$ cat src/rtl/trb_rw_scheduler_pkg.sv
// Shared constants and types for the trace-memory read/write slot scheduler.
package trb_rw_scheduler_pkg;

    localparam int TRB_DEPTH     = 8;
    localparam int TRB_MAX_BURST = 4;

    typedef enum logic {
        SLOT_READ  = 1'b0,
        SLOT_WRITE = 1'b1
    } rw_slot_t;

endpackage

$ cat src/rtl/trb_rw_scheduler_if.sv
// Control and status bundle between the logger and the read/write slot scheduler.
interface trb_rw_scheduler_if #(
    parameter int DEPTH = 8
);
    localparam int FW = $clog2(DEPTH) + 1;

    logic          enable_i;
    logic          flush_i;
    logic          overwrite_i;
    logic          write_req_i;
    logic          read_req_i;
    logic          rw_turn_o;
    logic          write_allow_o;
    logic          read_allow_o;
    logic [FW-1:0] fill_o;
    logic          full_o;
    logic          empty_o;
    logic          drop_o;

    modport master (
        output enable_i, flush_i, overwrite_i, write_req_i, read_req_i,
        input  rw_turn_o, write_allow_o, read_allow_o, fill_o, full_o, empty_o, drop_o
    );

    modport slave (
        input  enable_i, flush_i, overwrite_i, write_req_i, read_req_i,
        output rw_turn_o, write_allow_o, read_allow_o, fill_o, full_o, empty_o, drop_o
    );

endinterface

$ cat src/rtl/trb_rw_scheduler_fill_counter.sv
// Occupancy counter for the trace memory: 0..DEPTH with clear, hold-on-full
// for overwrite writes, and registered full/empty flags.
module trb_fill_counter #(
    parameter int DEPTH = 8,
    localparam int FW   = $clog2(DEPTH) + 1
) (
    input  logic          clk_i,
    input  logic          rst_i,
    input  logic          clear_i,
    input  logic          incr_i,
    input  logic          decr_i,
    input  logic          hold_i,
    output logic [FW-1:0] fill_o,
    output logic          full_o,
    output logic          empty_o
);

    logic [FW-1:0] fill_q, fill_d;
    logic          full_q, empty_q;

    // An overwrite write replaces the oldest entry, so occupancy stays put.
    always_comb begin
        fill_d = fill_q;
        if (clear_i) begin
            fill_d = '0;
        end else if (incr_i && !hold_i) begin
            fill_d = fill_q + FW'(1);
        end else if (decr_i) begin
            fill_d = fill_q - FW'(1);
        end
    end

    always_ff @(posedge clk_i) begin
        if (rst_i) begin
            fill_q  <= '0;
            full_q  <= 1'b0;
            empty_q <= 1'b1;
        end else begin
            fill_q  <= fill_d;
            full_q  <= (fill_d == FW'(DEPTH));
            empty_q <= (fill_d == '0);
        end
    end

    assign fill_o  = fill_q;
    assign full_o  = full_q;
    assign empty_o = empty_q;

endmodule

$ cat src/rtl/trb_rw_scheduler.sv
// Weighted round-robin slot scheduler for the single-port trace memory:
// at most one read or write grant per cycle, bounded by occupancy.
module trb_rw_scheduler
    import trb_rw_scheduler_pkg::*;
#(
    parameter int DEPTH     = TRB_DEPTH,
    parameter int MAX_BURST = TRB_MAX_BURST
) (
    input  logic                clk_i,
    input  logic                rst_i,
    trb_rw_scheduler_if.slave   bus
);

    localparam int FW = $clog2(DEPTH) + 1;
    localparam int CW = $clog2(MAX_BURST + 1);

    rw_slot_t      lastSlot_q, lastSlot_d;
    logic [CW-1:0] burstCnt_q, burstCnt_d;
    logic          writeAllow_q, readAllow_q, drop_q;

    logic [FW-1:0] fill;
    logic          full, empty;
    logic          writeElig, readElig, grantWrite, grantRead, burstOpen;
    rw_slot_t      grantSlot;

    assign writeElig = bus.write_req_i && (!full || bus.overwrite_i);
    assign readElig  = bus.read_req_i && !empty;
    assign burstOpen = (burstCnt_q < CW'(MAX_BURST));

    // With both sides eligible the last type keeps the slot until its burst is spent.
    always_comb begin
        grantWrite = 1'b0;
        grantRead  = 1'b0;
        if (bus.enable_i && !bus.flush_i) begin
            if (writeElig && readElig) begin
                if ((lastSlot_q == SLOT_WRITE) == burstOpen) begin
                    grantWrite = 1'b1;
                end else begin
                    grantRead = 1'b1;
                end
            end else begin
                grantWrite = writeElig;
                grantRead  = readElig;
            end
        end
    end

    assign grantSlot = grantWrite ? SLOT_WRITE : SLOT_READ;

    always_comb begin
        lastSlot_d = lastSlot_q;
        burstCnt_d = burstCnt_q;
        if (bus.flush_i) begin
            lastSlot_d = SLOT_WRITE;
            burstCnt_d = '0;
        end else if (grantWrite || grantRead) begin
            if (grantSlot == lastSlot_q) begin
                if (burstOpen) begin
                    burstCnt_d = burstCnt_q + CW'(1);
                end
            end else begin
                lastSlot_d = grantSlot;
                burstCnt_d = CW'(1);
            end
        end
    end

    always_ff @(posedge clk_i) begin
        if (rst_i) begin
            lastSlot_q   <= SLOT_WRITE;
            burstCnt_q   <= '0;
            writeAllow_q <= 1'b0;
            readAllow_q  <= 1'b0;
            drop_q       <= 1'b0;
        end else begin
            lastSlot_q   <= lastSlot_d;
            burstCnt_q   <= burstCnt_d;
            writeAllow_q <= grantWrite;
            readAllow_q  <= grantRead;
            drop_q       <= grantWrite && full;
        end
    end

    trb_fill_counter #(
        .DEPTH (DEPTH)
    ) u_fill (
        .clk_i   (clk_i),
        .rst_i   (rst_i),
        .clear_i (bus.flush_i),
        .incr_i  (grantWrite),
        .decr_i  (grantRead),
        .hold_i  (grantWrite && full),
        .fill_o  (fill),
        .full_o  (full),
        .empty_o (empty)
    );

    assign bus.rw_turn_o     = lastSlot_q;
    assign bus.write_allow_o = writeAllow_q;
    assign bus.read_allow_o  = readAllow_q;
    assign bus.drop_o        = drop_q;
    assign bus.fill_o        = fill;
    assign bus.full_o        = full;
    assign bus.empty_o       = empty;

endmodule

$ cat src/flat_wrapper.sv
// flat-port wrapper written by rule: the top's interface ports become plain ports
module trb_rw_scheduler_flat import trb_rw_scheduler_pkg::*;
#(
    parameter int DEPTH     = TRB_DEPTH,
    parameter int MAX_BURST = TRB_MAX_BURST
)
  (clk_i, rst_i, bus_enable_i, bus_flush_i, bus_overwrite_i, bus_write_req_i, bus_read_req_i, bus_rw_turn_o, bus_write_allow_o, bus_read_allow_o, bus_fill_o, bus_full_o, bus_empty_o, bus_drop_o);
  trb_rw_scheduler_if #(.DEPTH(DEPTH)) bus_i ();
  input  logic clk_i;
  input  logic rst_i;
  input wire logic [$bits(bus_i.enable_i)-1:0] bus_enable_i;
  input wire logic [$bits(bus_i.flush_i)-1:0] bus_flush_i;
  input wire logic [$bits(bus_i.overwrite_i)-1:0] bus_overwrite_i;
  input wire logic [$bits(bus_i.write_req_i)-1:0] bus_write_req_i;
  input wire logic [$bits(bus_i.read_req_i)-1:0] bus_read_req_i;
  output wire logic [$bits(bus_i.rw_turn_o)-1:0] bus_rw_turn_o;
  output wire logic [$bits(bus_i.write_allow_o)-1:0] bus_write_allow_o;
  output wire logic [$bits(bus_i.read_allow_o)-1:0] bus_read_allow_o;
  output wire logic [$bits(bus_i.fill_o)-1:0] bus_fill_o;
  output wire logic [$bits(bus_i.full_o)-1:0] bus_full_o;
  output wire logic [$bits(bus_i.empty_o)-1:0] bus_empty_o;
  output wire logic [$bits(bus_i.drop_o)-1:0] bus_drop_o;
  assign bus_i.enable_i = bus_enable_i;
  assign bus_i.flush_i = bus_flush_i;
  assign bus_i.overwrite_i = bus_overwrite_i;
  assign bus_i.write_req_i = bus_write_req_i;
  assign bus_i.read_req_i = bus_read_req_i;
  assign bus_rw_turn_o = bus_i.rw_turn_o;
  assign bus_write_allow_o = bus_i.write_allow_o;
  assign bus_read_allow_o = bus_i.read_allow_o;
  assign bus_fill_o = bus_i.fill_o;
  assign bus_full_o = bus_i.full_o;
  assign bus_empty_o = bus_i.empty_o;
  assign bus_drop_o = bus_i.drop_o;
  trb_rw_scheduler #(.DEPTH(DEPTH), .MAX_BURST(MAX_BURST)) u_core (.clk_i(clk_i), .rst_i(rst_i), .bus(bus_i));
endmodule
$ cat config.mk
export PLATFORM = sky130hd
export DESIGN_NAME = trb_rw_scheduler_flat
export DESIGN_NICKNAME = d
export VERILOG_FILES = /design/src/rtl/trb_rw_scheduler_pkg.sv /design/src/rtl/trb_rw_scheduler_if.sv /design/src/rtl/trb_rw_scheduler_fill_counter.sv /design/src/rtl/trb_rw_scheduler.sv /design/src/flat_wrapper.sv
export SDC_FILE = /design/constraint.sdc
export NUM_CORES = 1
export LEC_CHECK = 0
export CAP_MARGIN = 20
export CORE_ASPECT_RATIO = 1.75
export CORE_MARGIN = 2
export CORE_UTILIZATION = 30
export CTS_CLUSTER_DIAMETER = 100
export DETAILED_ROUTE_END_ITERATION = 8
export GPL_TIMING_DRIVEN = 0
export SLEW_MARGIN = 40
export SYNTH_ARGS = -nofsm -noshare
export SYNTH_HDL_FRONTEND = slang
export SYNTH_SLANG_ARGS = --single-unit
$ cat constraint.sdc
create_clock -name clk_i -period 3.64 [get_ports clk_i]
set_clock_uncertainty 0.1 [all_clocks]
set_input_delay 1.092 -clock clk_i [delete_from_list [all_inputs] [get_ports clk_i]]
set_output_delay 1.092 -clock clk_i [all_outputs]
set_load 0.02 [all_outputs]
# After elaboration in Yosys (flattened, before gate mapping)
# Cells that the tools add are included.
# Widths: inputs -> output; s select.
# totals
out_inout_bits	10
wordCells	45
inputBits	7
reg_bits	13
# op_classes
add_sub_neg	3
bitwise	1
eq_ne	4
reduce_logical	16
magnitude_cmp	1
n_mux	12
# ops
cell	n
$mux 4	3
$mux 1	7
$logic_and 1x1->1	6
$mux 3	2
$add 4x1->4 const B	1
$eq 4x4->1 const B	1
$logic_not 1->1	4
$logic_not 4->1	1
$reduce_and 2->1	2
$sub 4x1->4 const B	1
$add 3x1->3 const B	1
$lt 3x3->1 const B	1
$eq 1x1->1	2
$logic_or 1x1->1	2
$ne 2x1->1 const B	1
$reduce_or 2->1	1
$not 1->1	1

# Depth between registers and ports, before layout
# logic_depth
ltp_word	12
ltp_mapped	5
mapped_depth_nobuf	5

# Hierarchy
# From an unflattened synthesis, not the netlist that was laid out.
# unflattened
cells_unflattened	83
area_unflattened_um2	729.4
# modules_own_cells
module	seq_area_each_um2	instances	area_each_um2	cells_per_inst
trb_rw_scheduler	140.1	1	377.9	43
trb_fill_counter	120.1	1	351.6	40

# Least setup slack after synthesis
# OpenSTA, ideal clock, no wires.
# synth_timing
path_type	in2reg
start	in bus_read_req_i
end	reg u_core.u_fill.full_q (netlist: u_core.u_fill.full_o)
setup_ns	0.116
path_slack_ns	1.069
path_stages	5
path_buffers	0
arrival_time_ns	2.355
required_time_ns	3.424
cell_sequence	or2b_1 > a311oi_2 > nor4_1 > a2111o_1 > and3_1
# synth_via
elab_chain_cells	10
word_cells_on_any_way	13
cone_classes	eq/ne (1); mux (7); reduce/logical (5)
# synth_lines
item	line_no	text
start: declaration	flat_wrapper.sv:15	input wire logic [$bits(bus_i.read_req_i)-1:0] bus_read_req_i;
$logic_and 1x1->1 *	trb_rw_scheduler.sv:27	assign readElig = bus.read_req_i && !empty;
$logic_and 1x1->1	trb_rw_scheduler.sv:35	if (writeElig && readElig) begin
$mux 1	trb_rw_scheduler.sv:35	
$mux 1	trb_rw_scheduler.sv:34	if (bus.enable_i && !bus.flush_i) begin
$logic_and 1x1->1	trb_rw_scheduler.sv:92	.hold_i (grantWrite && full),
$logic_not 1->1	trb_rw_scheduler_fill_counter.sv:26	end else if (incr_i && !hold_i) begin
$logic_and 1x1->1	trb_rw_scheduler_fill_counter.sv:26	
$mux 4 *	trb_rw_scheduler_fill_counter.sv:26	
$mux 4 *	trb_rw_scheduler_fill_counter.sv:24	if (clear_i) begin
$eq 4x4->1 *	trb_rw_scheduler_fill_counter.sv:40	full_q <= (fill_d == FW'(DEPTH));
end signal: assignment	trb_rw_scheduler_fill_counter.sv:40	
end: declaration	trb_rw_scheduler_fill_counter.sv:19	logic full_q, empty_q;
# Mark *: on every way between the ends. The rest lies on a longest branch, timed or not.
# A chain may end at the register's enable or synchronous reset.

# Final worst setup path
# layout_timing
start	in bus_read_req_i
end	reg u_core.u_fill.empty_q (netlist: u_core.u_fill.empty_o)
# layout_via
elab_chain_cells	10
word_cells_on_any_way	13
cone_classes	mux (7); reduce/logical (6)
# layout_lines
item	line_no	text
$logic_and 1x1->1 *	trb_rw_scheduler.sv:27	
$logic_and 1x1->1	trb_rw_scheduler.sv:35	
$mux 1	trb_rw_scheduler.sv:35	
$mux 1	trb_rw_scheduler.sv:34	
$logic_and 1x1->1	trb_rw_scheduler.sv:92	
$logic_not 1->1	trb_rw_scheduler_fill_counter.sv:26	
$logic_and 1x1->1	trb_rw_scheduler_fill_counter.sv:26	
$mux 4 *	trb_rw_scheduler_fill_counter.sv:26	
$mux 4 *	trb_rw_scheduler_fill_counter.sv:24	
$logic_not 4->1 *	trb_rw_scheduler_fill_counter.sv:41	empty_q <= (fill_d == '0);
end signal: assignment	trb_rw_scheduler_fill_counter.sv:41	
end: declaration	trb_rw_scheduler_fill_counter.sv:19	
# Marked as above.

==> impl_metrics.json <==
{
  "status": "finished, final reports clean",
  "num_rows": 23,
  "setup_violations": 0,
  "min_from": "u_core.burstCnt_q[1]$_SDFFE_PP0P_",
  "antenna_left": 0,
  "ys_seq_area_frac": 0.359,
  "track_usage": 0.156,
  "peakVddDrop_v": 0.000205,
  "drtIter0Drc": 8,
  "htreeDepth": 1,
  "final_cell_mix": "clkdlybuf4s50_1, dfxtp_1, nor2_1",
  "port_buffers": 16,
  "grt_start_max_net_pins": 10,
  "die_h_um": 69.1,
  "slowest_delay_ps": 510,
  "insertedDiodeCount": 0,
  "area_delta_synth_final_pct": 32.6,
  "r2r_start": "u_core.bus.rw_turn_o$_SDFFE_PP1P_",
  "drt-total-wl_mm": 1.86,
  "post_drt_wl_per_cell_um": 15.1,
  "first_global_vias": 668,
  "leakage_uw": 0.000375,
  "setup.worst_path.start": "bus_read_req_i",
  "cts_resized": 0,
  "synth_nets": 88,
  "antenna_found_initial": 0,
  "syn_area_per_cell_um2": 9.30,
  "cpMaxStageDelayCell": "a311oi_2",
  "syn_inst": 78,
  "slew_violations": 0,
  "critPathBufInv": 1,
  "fmax_mhz": 333,
  "tightest_slew_ps": 615,
  "fin_tns_setup_ps": 0,
  "ys_ff_latch": 13,
  "post-cts-setup-buffers": 0,
  "period_share": 0.824,
  "cp.arrival_ps": 3000,
  "worst_skew_pair.late_latency_ps": 250,
  "fillers": 257,
  "netlist_area_um2": 726,
  "vias_per_cell": 5.35,
  "cts_root_buffer": "clkbuf_8",
  "dr.pass1.iters": 4,
  "fin_crit_ps": 3000,
  "ys.warnings.count": 0,
  "drive_above_1_share": 0.122,
  "grt_first_pass_wirelength_mm": 2.99,
  "relSlewSlack": 0.589,
  "ctsHoldBuffers": 0,
  "crit_fanout": 6,
  "min_path_type": "flop to flop",
  "cts.sinks": 13,
  "dp_hpwl_mm": 1.47,
  "final_nets": 109,
  "vias": 658,
  "die_x_um": 41.2,
  "io-pin-count": 17,
  "ctsLongestPathBuffers": 2,
  "layout_commonest_cell": "clkdlybuf4s50_1",
  "dieArea_mm2": 0.00284,
  "cp-end-kind": "flop",
  "place_congestion": 0.749,
  "tritoncts": "built",
  "synth.distinct_cells": 39,
  "hold_violations": 0,
  "path_delay_family": "compound AO/OA/AOI/OAI gates",
  "core_area_mm2": 0.00230,
  "clk_pin_slew_worst_paths_ps": 60,
  "crit_type": "input pin to flop",
  "cts_made_buffers": 3,
  "seqCellArea_um2": 260,
  "multiInputGateArea_um2": 450,
  "holdWs_ps": 370,
  "crit_chain": "clkdlybuf4s50_1 > or2b_1 > a311oi_2 > nor4_1 > a2111oi_0 > a211oi_1",
  "grt-ovfl-total": 0,
  "rsz0062_at_grt": "no",
  "drcViolationCount": 0,
  "initial_core_util": 0.315,
  "power_density_mw_per_mm2": 322,
  "startpoint_type": "input pin",
  "crit_required_ps": 3650,
  "max_cap_violations": 0
}
metrics by stage:
| stage | worst slack [ps] | area, um2 | total power (uW) | utilization | cells |
|---|---|---|---|---|---|
| floorplan | 1070 | 726 | 164 | - | 78 |
| global placement | 357 | 917 | 179 | 0.398 | 119 |
| detailed placement | 361 | 917 | 180 | 0.398 | 119 |
| CTS | 611 | 962 | 311 | 0.418 | 123 |
| global route | 495 | 962 | 320 | 0.418 | 123 |
| finish | 641 | 962 | 310 | 0.418 | 123 |
layer usage:
layer  vias up  global-route usage  share of wire  wire (um)
met2        13               0.281           0.59       1110
met5         -                   0              0          0
met3         5              0.0193          0.034         63
li1        326                   -              -          -
met4         0              0.0860          0.027         51
met1       314               0.149           0.34        639
power by group:
group / internal, uW / total [uW] / switching, uW / leakage (uW)
registers: 144 / 145 / 1.54 / 0.000105
logic: 15.1 / 31.5 / 16.4 / 0.000247
clock network: 77.6 / 133 / 55.7 / 0.0000228
total: 237 / 310 / 73.7 / 0.000375
worst reg2reg max path, stage by stage, from the launching register on:
cell and delay, ps:
dfxtp_1 490, xor2_2 170, a311oi_2 540, nor4_1 120
a2111oi_0 430, a211oi_1 90
cell families after synthesis:
kind of cell,after synthesis,share of synthesized area
AOI/OAI and AO/OA,18,0.221
xor gates and xnor gates,4,0.0586
adders and majority gates,3,0.0517
buffers and inverters,4,0.0207
DFF,13,0.359
muxes,2,0.0328
and+or+nand+nor,34,0.257
cell usage after synthesis, drive strengths merged:
master / n / area [um2]
o31ai: 1 / 7.51
ha: 3 / 37.5
nor2: 9 / 33.8
o2111a: 1 / 12.5
or3: 1 / 6.26
and4: 1 / 8.76
xor2: 2 / 25.0
o21ai: 1 / 5.00
or2b: 2 / 18.8
a2111o: 1 / 11.3
a211oi: 2 / 15.0
and2: 1 / 6.26
xnor2: 2 / 17.5
and2b: 1 / 7.51
and3: 2 / 12.5
nor3: 2 / 10.0
o2bb2a: 1 / 20.0
or2: 1 / 6.26
nand2: 7 / 26.3
a21oi: 4 / 20.0
nand2b: 1 / 8.76
dfxtp: 13 / 260
nand3: 2 / 10.0
o211a: 1 / 10.0
nand4b: 1 / 8.76
o2111ai: 1 / 15.0
nor2b: 1 / 6.26
a22oi: 1 / 7.51
o22ai: 1 / 6.26
nor4: 1 / 6.26
a311oi: 1 / 15.0
a2111oi: 1 / 8.76
a31oi: 1 / 6.26
nor4bb: 1 / 10.0
inv: 4 / 15.0
mux2i: 2 / 23.8
layout make-up:
class | count | share of cell area
inverter | 4 | 0.0156
tap | 25 | 0.0325
timing repair buffer | 16 | 0.166
clock buffer | 4 | 0.0468
sequential | 13 | 0.270
multi-input combinational | 61 | 0.468
final timing paths:
kind	endpoint	slack, ps	cells past startpoint
worst max-delay path	u_core.u_fill.empty_o$_SDFF_PP1_	640	6
worst min-delay path	u_core.burstCnt_q[1]$_SDFFE_PP0P_	370	2
worst max register to register	u_core.u_fill.empty_o$_SDFF_PP1_	1550	5
worst min register to register	u_core.burstCnt_q[1]$_SDFFE_PP0P_	370	2
state kept, by name, summed over array words and instances (netlist names):
register and count:
u_core.u_fill.full_o 1, u_core.bus.drop_o 1, u_core.burstCnt_q 3, u_core.bus.write_allow_o 1, u_core.u_fill.empty_o 1, u_core.bus.read_allow_o 1
u_core.bus.rw_turn_o 1, u_core.u_fill.fill_o 4
Power figures use the tool's default switching activity.
